$ cat config.mk
export PLATFORM = sky130hd
export DESIGN_NAME = joy_debounce
export DESIGN_NICKNAME = d
export VERILOG_FILES = /design/src/rtl/joy_debounce.sv
export SDC_FILE = /design/constraint.sdc
export NUM_CORES = 1
export LEC_CHECK = 0
export BUFFER_PORTS_ARGS = -buffer_cell sky130_fd_sc_hd__clkbuf_2
export CAP_MARGIN = 20
export CORE_MARGIN = 2
export CORE_UTILIZATION = 55
export CTS_CLUSTER_DIAMETER = 50
export DETAILED_ROUTE_END_ITERATION = 12
export PLACE_DENSITY = 0.78
export SLEW_MARGIN = 30
export SYNTH_ARGS = -nofsm -noshare
export SYNTH_HDL_FRONTEND = slang
export SYNTH_SLANG_ARGS = --single-unit
$ cat constraint.sdc
create_clock -name clk -period 3.65 [get_ports clk]
set_input_delay 0 -clock clk [delete_from_list [all_inputs] [get_ports clk]]
set_output_delay 0 -clock clk [all_outputs]
set_load 0.03 [all_outputs]
$ cat src/rtl/joy_debounce.sv
// Joystick debounce + event FIFO: 16 raw bits -> debounced words, each level change queued once.
// Latency: raw_q 1 cycle, accept after DB_TICKS-1..DB_TICKS ticks, evt_valid 2 cycles later; full FIFO holds pend bits, no drops except coalescing.
module joy_debounce #(
    parameter int TICK_CYCLES = 2800,
    parameter int DB_TICKS    = 10,
    parameter int FIFO_DEPTH  = 4
) (
    input  logic       clk,
    input  logic       RESET_N,
    input  logic       ready_in,
    input  logic [7:0] joya_raw,
    input  logic [7:0] joyb_raw,
    output logic [7:0] joya,
    output logic [7:0] joyb,
    output logic       evt_valid,
    input  logic       evt_ready,
    output logic [4:0] evt_data,
    output logic       evt_overflow,
    input  logic       clr_overflow
);

    localparam int              PW        = (TICK_CYCLES > 1) ? $clog2(TICK_CYCLES) : 1;
    localparam int              AW        = (FIFO_DEPTH > 1) ? $clog2(FIFO_DEPTH) : 1;
    localparam logic [PW-1:0]   TICK_LAST = PW'(TICK_CYCLES - 1);
    localparam logic [3:0]      DB_LAST   = 4'(DB_TICKS - 1);
    localparam logic [AW+1:0]   DEPTH_W   = (AW+2)'(FIFO_DEPTH);

    logic [15:0]   raw_q, stable_q, stable_d, pend_q, pend_d, accept, sel_mask;
    logic [3:0]    cnt_q [16];
    logic [3:0]    cnt_d [16];
    logic [PW-1:0] presc_q, presc_d;
    logic          tick;
    logic [3:0]    sel_idx;
    logic          sel_any, pop, allow, push, ovf_set;
    logic          stg_vld_q, ovf_q, ovf_d;
    logic [4:0]    stg_dat_q, stg_dat_d;
    logic [4:0]    mem_q [FIFO_DEPTH];
    logic [AW-1:0] wr_ptr_q, rd_ptr_q;
    logic [AW:0]   occ_q, occ_d;
    logic [AW+1:0] total;

    always_comb begin
        presc_d = presc_q;
        tick    = 1'b0;
        if (!ready_in) begin
            presc_d = '0;
        end else if (presc_q == TICK_LAST) begin
            presc_d = '0;
            tick    = 1'b1;
        end else begin
            presc_d = presc_q + 1'b1;
        end
    end

    always_comb begin
        sel_idx = '0;
        sel_any = 1'b0;
        for (int i = 15; i >= 0; i--) begin
            if (pend_q[i]) begin
                sel_idx = 4'(i);
                sel_any = 1'b1;
            end
        end
    end

    // A staged entry already owns a FIFO slot, so it counts toward occupancy.
    always_comb begin
        pop       = (occ_q != '0) && evt_ready;
        total     = {1'b0, occ_q} + {{(AW+1){1'b0}}, stg_vld_q};
        allow     = (total < DEPTH_W) || pop;
        push      = ready_in && sel_any && allow;
        sel_mask  = push ? (16'd1 << sel_idx) : 16'd0;
        stg_dat_d = {stable_q[sel_idx], sel_idx};
        occ_d     = occ_q + {{AW{1'b0}}, stg_vld_q} - {{AW{1'b0}}, pop};
    end

    always_comb begin
        stable_d = stable_q;
        cnt_d    = cnt_q;
        accept   = '0;
        for (int i = 0; i < 16; i++) begin
            if (raw_q[i] == stable_q[i]) begin
                cnt_d[i] = '0;
            end else if (tick) begin
                if (cnt_q[i] == DB_LAST) begin
                    stable_d[i] = raw_q[i];
                    cnt_d[i]    = '0;
                    accept[i]   = 1'b1;
                end else begin
                    cnt_d[i] = cnt_q[i] + 4'd1;
                end
            end
        end
        pend_d  = (pend_q & ~sel_mask) | accept;
        ovf_set = |(accept & pend_q & ~sel_mask);
        if (!ready_in) begin
            stable_d = '1;
            pend_d   = '0;
            ovf_set  = 1'b0;
            for (int i = 0; i < 16; i++) cnt_d[i] = '0;
        end
        ovf_d = ovf_q;
        if (ovf_set) begin
            ovf_d = 1'b1;
        end else if (clr_overflow) begin
            ovf_d = 1'b0;
        end
    end

    always_ff @(posedge clk or negedge RESET_N) begin
        if (!RESET_N) begin
            raw_q     <= '1;
            stable_q  <= '1;
            pend_q    <= '0;
            presc_q   <= '0;
            for (int i = 0; i < 16; i++) cnt_q[i] <= '0;
            stg_vld_q <= 1'b0;
            stg_dat_q <= '0;
            ovf_q     <= 1'b0;
        end else begin
            raw_q     <= {joyb_raw, joya_raw};
            stable_q  <= stable_d;
            pend_q    <= pend_d;
            presc_q   <= presc_d;
            cnt_q     <= cnt_d;
            stg_vld_q <= push;
            if (push) stg_dat_q <= stg_dat_d;
            ovf_q     <= ovf_d;
        end
    end

    always_ff @(posedge clk or negedge RESET_N) begin
        if (!RESET_N) begin
            for (int i = 0; i < FIFO_DEPTH; i++) mem_q[i] <= '0;
            wr_ptr_q <= '0;
            rd_ptr_q <= '0;
            occ_q    <= '0;
        end else begin
            if (stg_vld_q) begin
                mem_q[wr_ptr_q] <= stg_dat_q;
                wr_ptr_q        <= wr_ptr_q + 1'b1;
            end
            if (pop) rd_ptr_q <= rd_ptr_q + 1'b1;
            occ_q <= occ_d;
        end
    end

    assign joya         = stable_q[7:0];
    assign joyb         = stable_q[15:8];
    assign evt_valid    = (occ_q != '0);
    assign evt_data     = mem_q[rd_ptr_q];
    assign evt_overflow = ovf_q;

endmodule

==> qor.csv, run 1 <==
metric,value,unit
status,"finished, final reports clean",
cts_tree,built,
combPwrFrac,11.1,%
power.leakage,4.02,nW
dp_hpwl,12400,µm
seq_power_share,47.6,%
num_rows,44,
overflow,0,
r2r_slack,910,ps
critPathKind,flip-flop to flip-flop,
num_vias,6537,
cp_common_cell,nor2_1,
crit_fanout,9,
grt_pass1_vias,6397,
regArea,3990,µm²
swShare,27.1,%
cap_violations,0,
finalSetupTns,0,ps
hold_viol_final,0,
fin_cells,1102,
layout_common_cells,"dfrtp_1 (126), nand2_1 (123), nor2_1 (84)",
slowest_stage,nor2_1,
synth_edf_count,0,
rr_worst_depth,9,
coreArea,14600,µm²
die_area,16000,µm²
fillers,1164,
avgSynthCellArea,9.75,µm²
firstDrtPassIters,5,
slew_viol_final,0,
ys_warn_count,0,
start_util,56.7,%
crit_path_end_kind,flip-flop,
top_layer_used,met4,
h-tree-depth,4,
ys_seq_elements,158,
dieHeight,127,µm
grt_max_degree,111,
seq_area_frac_synth,48.3,%
worst_pin_slew,831,ps
holdPathEnd,stable_q[7],
root_buffer,clkbuf_16,
diodes,0,
ctsLongestPathBuffers,2,
clock_sinks,158,
arrival,3060,ps
clkLatencyLatePin,440,ps
rsz0062_at_grt,false,
synth_area,8270,µm²
cts-resized-gates,0,
powerDensity,444,nW/µm²
totalWireLength,18500,µm
fin_nets,967,
track_usage,24.2,%
wl_met2,8980,µm
postRouteAntennaNets,0,
crit_family,simple AND/OR/NAND/NOR gates,
ys_async_sr_fraction,100,%
critPathMaxStageDelay,470,ps
die_w,127,µm
drt-met1-wl,8420,µm
cp_num_buf_inv,0,
grt_pass1_wl,31100,µm
dp.cells,1052,
ir_drop,0.359,mV
crit_chain,"ha_1, nand4b_1, o21ai_0, nor2_1, nor2_1, a2111oi_2, a2111oi_1, and4_1, nand2_1",
fin_crit_sh,75.0,%
drtIter0Drc,514,
ys.flop_type,dfrtp_1,
whs_path_depth,3,
numCtsBuffers,17,
min_path_type,input pin to flip-flop,
intPower,3.04,mW
clock_skew,10.4,ps
drive_gt1_share,18.2,%
hold_start,ready_in,
portBuffers,43,
relSlewSlack,44.6,%
fmax,365,MHz
antenna_found_initial,0,
top_level_ports,44,
drc,0,
synth_fp_nets,910,
syn2layout_area_growth,13.7,%
p_clk_share,41.3,%
gp_congestion,0.948,
clk_pin_slew,70,ps
setup_viol,0,
rr_startpoint,occ_q[1],
via_per_inst,5.93,
multi_input_area,4030,µm²
synth_cells,848,
critical_path.startpoint_type,flip-flop,
regToRegEndpoint,evt_overflow,
power_switching,1.13,mW
min_period,2740,ps
layout_commonest_cell,dfrtp_1,
wire_per_inst,16.8,µm
route.met3.wl,782,µm
critPathRequiredTime,3970,ps
netlist-cell-type-count,66,
-- per-layer routing --
| metal | vias to the layer above | GRT usage (%) |
|---|---|---|
| met5 | - | 0 |
| met4 | 0 | 9.24 |
| met3 | 27 | 4.51 |
| met2 | 154 | 39.6 |
| met1 | 3242 | 32.2 |
| li1 | 3114 | - |
-- worst max-delay path by stage --
stage                    start      endpoint  slack [ps]  cells after the start
floorplan             occ_q[1]      occ_q[2]        1340                      8
global placement    presc_q[0]  evt_overflow        1070                      9
detailed placement  presc_q[0]     cnt_q[54]        1000                      7
CTS                 presc_q[0]     cnt_q[42]         960                      7
global route          occ_q[1]  evt_overflow         660                      9
finish                occ_q[1]  evt_overflow         910                      9
-- power groups by stage --
| stage | Sequential (mW) | Clock (mW) | Combinational (mW) |
|---|---|---|---|
| floorplan | 1.96 | 0 | 0.351 |
| global placement | 2.01 | 0 | 0.433 |
| detailed placement | 2.02 | 0 | 0.445 |
| CTS | 1.99 | 1.75 | 0.467 |
| global route | 2.01 | 1.83 | 0.520 |
| finish | 1.99 | 1.73 | 0.462 |
-- tightest hold or removal path, stage by stage --
cell and delay, ps:
clkbuf_2 120, buf_4 280, nand2_1 110
-- metrics by stage --
stage / area (µm²) / worst slack, ps / hold WS (ps) / total power [mW] / utilization (%)
after floorplan: 8270 / 1340 / -296 / 2.31 / -
after global placement: 8650 / 1070 / 87.0 / 2.44 / 59.3
after detailed placement: 8650 / 1000 / 88.8 / 2.46 / 59.3
after CTS: 9410 / 956 / 96.9 / 4.21 / 64.5
after global routing: 9410 / 656 / 132 / 4.36 / 64.5
final: 9410 / 911 / 117 / 4.18 / 64.5
-- cell families after synthesis --
kind of cell	Yosys count	share of synthesized area (%)
mux	30	4.69
fa+ha+maj	41	6.29
compound gates	153	12.7
flops	158	48.3
buf+inv	62	3.04
simple gates	367	21.1
xor+xnor	37	3.92
-- layout make-up --
cell class,count,area share [%]
sequential,158,42.5
tap,184,2.45
clock inverter,13,1.38
timing repair buffer,69,4.95
multi-input combinational,628,42.8
clock buffer,19,4.71
inverter,31,1.24
-- repair_timing --
action                                  CTS  global route
hold endpoints to repair                108             0
hold buffers                             18             0
endpoints found under the setup margin    0             0
buffers inserted                          0             0
-- synthesized netlist by cell type, types with 7 or more instances --
cell | number | area share, %
or3_1 | 12 | 0.91
o21ai_0 | 15 | 0.91
a21oi_1 | 53 | 3.2
a31o_2 | 11 | 1.2
nand2b_1 | 7 | 0.53
a311oi_1 | 8 | 0.85
nor3_1 | 41 | 2.5
clkbuf_1 | 16 | 0.73
nand2_1 | 123 | 5.6
inv_1 | 30 | 1.4
xor2_1 | 26 | 2.8
a41oi_1 | 8 | 0.85
dfrtp_1 | 126 | 38
nor2_1 | 84 | 3.8
dfstp_2 | 32 | 10
nand3_1 | 44 | 2.7
buf_2 | 9 | 0.54
a31oi_1 | 13 | 0.98
ha_1 | 40 | 6.1
a21boi_0 | 8 | 0.73
mux2_2 | 20 | 2.7
xnor2_1 | 11 | 1.2
-- state kept, by name, indices dropped and copies added (netlist names) --
signal,flops
stg_dat_q,5
wr_ptr_q,2
stable_q,16
mem_q,20
rd_ptr_q,2
evt_overflow,1
presc_q,12
pend_q,16
raw_q,16
stg_vld_q,1
cnt_q,64
occ_q,3
No activity file was read; power rests on OpenSTA's default activity.
==> run 2: changes to the inputs <==
PLACE_DENSITY = 0.81   (was 0.78)
clock period = 2.4 ns   (was 3.65 ns; I/O delays follow)
==> qor.csv, run 2 (synthesized netlist as in run 1, its figures left out) <==
metric,value,unit,change
start_util,56.7,%,unchanged
min_path_type,input pin to flip-flop,,
num_vias,6719,,+2.8%
syn2layout_area_growth,17.9,%,
totalWireLength,19200,µm,+3.4%
drtIter0Drc,510,,-0.78%
largest_register_ffs,64,,unchanged
fin_nets,996,,+3.0%
crit_fanout,6,,-3
top_level_ports,44,,unchanged
dieHeight,127,µm,unchanged
status,"finished, final reports clean",,
cap_violations,0,,unchanged
die_w,127,µm,unchanged
grt_pass1_vias,6603,,+3.2%
hold_start,ready_in,,
antenna_found_initial,0,,unchanged
cts_tree,built,,
hold_viol_final,0,,unchanged
worst_pin_slew,600,ps,-231 ps
drive_gt1_share,22.3,%,+4.1 points
layout_commonest_cell,dfrtp_1,,
slew_viol_final,0,,unchanged
critical_path.startpoint_type,flip-flop,,
layout_common_cells,"dfrtp_1 (126), nand2_1 (123), nor2_1 (80)",,
dpl_worst_slack,-4.12,ps,-1010 ps
clk_pin_slew,60,ps,about the same
overflow,0,,unchanged
crit_chain,"nand2b_4, a221o_1, a211oi_4, buf_4, nor2_4, buf_4, a22oi_2, a31oi_1, a22o_1",,
gp_congestion,0.951,,+0.38%
whs_path_depth,3,,unchanged
dp.cells,1079,,+2.6%
top_regs,"cnt_q x64, mem_q x20",,
rr_worst_depth,9,,unchanged
root_buffer,clkbuf_16,,
postRouteAntennaNets,0,,unchanged
r2r_slack,50,ps,-860 ps
powerDensity,654,nW/µm²,+47%
fin_crit_sh,97.9,%,+23 points
crit_path_end_kind,flip-flop,,
total_power,6.37,mW,+53%
setup_viol,0,,unchanged
coreArea,14600,µm²,unchanged
holdPathEnd,stable_q[8],,
clock_skew,10.8,ps,+0.355 ps
regToRegEndpoint,stg_dat_q[4],,
fmax,426,MHz,+17%
rsz0062_at_grt,true,,
via_per_inst,5.94,,+0.15%
ir_drop,0.827,mV,+130%
drc,0,,unchanged
grt_max_degree,65,,-41%
cp_common_cell,buf_4,,
clock_sinks,158,,unchanged
portBuffers,43,,unchanged
arrival,2670,ps,-390 ps
wire_per_inst,16.9,µm,+0.73%
num_rows,44,,unchanged
relSlewSlack,60.0,%,+15 points
die_area,16000,µm²,unchanged
grt_pass1_wl,32300,µm,+3.9%
regMostFlops,cnt_q,,
fin_cells,1131,,+2.6%
rr_startpoint,pend_q[14],,
firstDrtPassIters,4,,-1
numCtsBuffers,17,,unchanged
h-tree-depth,4,,unchanged
critPathKind,flip-flop to flip-flop,,
min_period,2350,ps,-389 ps
clkLatencyLatePin,430,ps,about the same
dp_hpwl,13200,µm,+6.6%
ctsLongestPathBuffers,2,,unchanged
critPathRequiredTime,2720,ps,-1250 ps
fin_ws,50.5,ps,-861 ps
slowest_stage,dfrtp_1,,
diodes,0,,unchanged
power.leakage,4.21,nW,+4.6%
track_usage,25.1,%,+0.88 points
critPathMaxStageDelay,430,ps,-40 ps
## run 2: layout make-up
class | count | area [µm²]
clock inverters | 11 | 108
multi-input cells | 628 | 4120
repair buffers | 98 | 721
flip-flops and latches | 158 | 3990
well taps | 184 | 230
fillers | 1082 | 4840
inverters | 31 | 116
clock buffers | 21 | 460
## run 2: worst max-delay path, delay by kind of cell (launching register included)
family / cells / cell delay (ps)
DFF: 1 / 430
and+or+nand+nor: 2 / 210
buffers and inverters: 2 / 340
AOI/OAI and AO/OA: 5 / 1260
## run 2: stage by stage
stage               util [%]  area (µm²)  hold slack, ps  TNS [ps]
floorplan                  -        8270            -296         0
global placement        60.9        8890            28.0         0
detailed placement      60.9        8890            28.3     -4.12
CTS                     66.1        9640            47.4         0
global route            66.8        9750            73.6     -17.2
finish                  66.8        9750            59.4         0
## run 2: repair_timing
action,CTS,global route
pin swaps,0,7
buffers inserted,0,2
hold endpoints to repair,78,0
gates resized for setup,2,24
endpoints found under the setup margin,1,4
hold buffers,18,0
## run 2: how the worst max path moves through the flow
stage / from / endpoint / slack (ps)
2_1_floorplan: occ_q[1] / occ_q[2] / 90
3_3_place_gp: occ_q[1] / evt_overflow / 40
3_5_place_dp: occ_q[1] / evt_overflow / -4
4_1_cts: occ_q[1] / evt_overflow / 60
5_1_grt: pend_q[7] / evt_overflow / -10
6_report: pend_q[14] / stg_dat_q[4] / 50
## run 2: metal layers
metal  share of wire, %  routed length [µm]  track usage [%]
met2                 49                9310             40.6
met3                4.4                 847             6.03
met4                2.6                 501             8.92
met5                  0                   0                0
met1                 44                8510             33.1
## run 2: where the power goes
part	internal, mW	switching (mW)	leakage, nW	total [mW]
logic	0.335	0.400	1.88	0.735
clock network	1.49	1.13	0.274	2.62
registers	2.84	0.178	2.06	3.02
total	4.67	1.70	4.21	6.37
==> run 3: changes to the inputs <==
==> constraint.sdc (replaced) <==
create_clock -name clk -period 2.4 [get_ports clk]
set_input_delay 0.48 -clock clk [delete_from_list [all_inputs] [get_ports clk]]
set_output_delay 0.48 -clock clk [all_outputs]
set_load 0.03 [all_outputs]
==> qor.csv, run 3 (synthesized netlist as in run 1, its figures left out) <==
metric,value,unit,change
critPathMaxStageDelay,430,ps,about the same
wire_per_inst,17.5,µm,+3.1%
cp_num_buf_inv,0,,-2
min_path_type,input pin to flip-flop,,
portBuffers,43,,unchanged
critPathRequiredTime,2720,ps,about the same
drc,0,,unchanged
dieHeight,127,µm,unchanged
layout_commonest_cell,dfrtp_1,,
hold_viol_final,0,,unchanged
dpl_worst_slack,-7.13,ps,-3.01 ps
ctsLongestPathBuffers,2,,unchanged
crit_chain,"nand2b_1, a221o_1, a21oi_2, nor3_2, or2_2, a221oi_1, a21oi_1, a22o_1",,
cap_violations,0,,unchanged
setup_viol,0,,unchanged
combPwrFrac,11.3,%,-0.2 points
fin_crit_sh,97.5,%,-0.43 points
layout_common_cells,"dfrtp_1 (126), nand2_1 (123), nor2_1 (80)",,
syn2layout_area_growth,16.8,%,
worst_pin_slew,433,ps,-167 ps
firstDrtPassIters,5,,+1
wl_met2,9510,µm,+2.2%
drive_gt1_share,22.5,%,+0.22 points
overflow,0,,unchanged
final_util,66.2,%,-0.63 points
via_per_inst,6.02,,+1.4%
powerDensity,704,nW/µm²,+7.7%
top_regs,"cnt_q x64, mem_q x20",,
fin_nets,978,,-1.8%
root_buffer,clkbuf_16,,
critical_path.startpoint_type,flip-flop,,
postRouteAntennaNets,0,,unchanged
num_vias,6704,,-0.22%
cts_tree,built,,
slew_viol_final,0,,unchanged
p_clk_share,44.2,%,+3.1 points
min_period,2340,ps,-10.4 ps
arrival,2660,ps,about the same
die_w,127,µm,unchanged
num_rows,44,,unchanged
regMostFlops,cnt_q,,
h-tree-depth,4,,unchanged
critPathKind,flip-flop to flip-flop,,
antenna_found_initial,0,,unchanged
ir_drop,0.540,mV,-35%
drtIter0Drc,477,,-6.5%
power_switching,1.74,mW,+2.2%
crit_family,compound AO/OA/AOI/OAI gates,,
track_usage,25.2,%,+0.089 points
clkLatencyLatePin,430,ps,about the same
route.met3.wl,1080,µm,+28%
fin_ws,60.8,ps,+10.4 ps
start_util,56.7,%,unchanged
clock_sinks,158,,unchanged
intPower,5.06,mW,+8.3%
crit_fanout,5,,-1
status,"finished, final reports clean",,
clk_pin_slew,70,ps,about the same
grt_max_degree,64,,-1.5%
totalWireLength,19500,µm,+1.5%
numCtsBuffers,17,,unchanged
fmax,428,MHz,+0.44%
grt_pass1_wl,32300,µm,+0.13%
fillers,1111,,+2.7%
finalSetupTns,0,ps,unchanged
slowest_stage,dfrtp_1,,
power.leakage,4.19,nW,-0.51%
top_level_ports,44,,unchanged
swShare,25.6,%,-1.1 points
grt_pass1_vias,6650,,+0.71%
coreArea,14600,µm²,unchanged
top_layer_used,met4,,
seq_power_share,44.5,%,-2.9 points
largest_register_ffs,64,,unchanged
clock_skew,10.0,ps,-0.752 ps
crit_path_end_kind,flip-flop,,
dp_hpwl,13200,µm,-0.22%
rsz0062_at_grt,true,,
hold_slack,118,ps,+58.4 ps
drt-met1-wl,8340,µm,-2.0%
gp_congestion,1.00,,+5.5%
die_area,16000,µm²,unchanged
total_power,6.80,mW,+6.7%
relSlewSlack,71.2,%,+11 points
diodes,0,,unchanged
## run 3: changes by cell type in the layout (fill, tap and decap cells not counted), sizes merged
cell	before	now
dlygate4sd3	18	1
clkinv	5	3
buf	38	37
bufinv	1	4
clkinvlp	2	0
clkbuf	63	64
## run 3: final timing paths
kind	cells past startpoint	slack, ps	end	start
min in group asynchronous	2	480	pend_q[0]	RESET_N
worst max register to register	8	60	stg_dat_q[4]	pend_q[14]
worst min-delay path	1	120	raw_q[9]	joyb_raw[1]
max in group asynchronous	3	1260	stable_q[2]	RESET_N
worst max-delay path	8	60	stg_dat_q[4]	pend_q[14]
worst min register to register	1	490	presc_q[0]	presc_q[0]
## run 3: what timing repair did
action	4_1_cts	5_1_grt
setup endpoints to repair	1	4
hold endpoints to repair	21	0
gates resized for setup	3	15
hold buffers	1	0
setup buffers	0	1
pin swaps	1	2
cloned	0	0
## run 3: area by class of cell
| type | count | area (µm²) | share of cell area (%) |
|---|---|---|---|
| multi-input cells | 628 | 4090 | 42.4 |
| flip-flops and latches | 158 | 3990 | 41.4 |
| repair buffers | 80 | 564 | 5.84 |
| clock buffers | 22 | 484 | 5.01 |
| well taps | 184 | 230 | 2.38 |
| clock inverters | 10 | 175 | 1.81 |
| inverters | 31 | 116 | 1.20 |
## run 3: worst reg2reg max path: stages (launching register included)
cell      delay, ps
dfrtp_1         430
nand2b_1        170
a221o_1         370
a21oi_2         190
nor3_2           70
or2_2           300
a221oi_1        340
a21oi_1         110
a22o_1          250
## run 3: per-stage QoR
step / area (µm²) / cells
floorplan: 8270 / 848
global placement: 8910 / 1079
detailed placement: 8910 / 1079
CTS: 9590 / 1112
global route: 9660 / 1113
finish: 9660 / 1113
## run 3: layer usage
layer	track usage (%)	vias up
met5	0	-
met3	5.57	43
met2	40.9	201
li1	-	3138
met4	10.1	0
met1	33.0	3322
## run 3: power by group through the flow
stage / combinational, mW / clock [mW] / sequential [mW]
6_report: 0.767 / 3.01 / 3.03
5_1_grt: 0.843 / 3.15 / 3.05
4_1_cts: 0.754 / 3.03 / 3.03
3_5_place_dp: 0.740 / 0 / 3.07
3_3_place_gp: 0.702 / 0 / 3.05
2_1_floorplan: 0.534 / 0 / 2.98
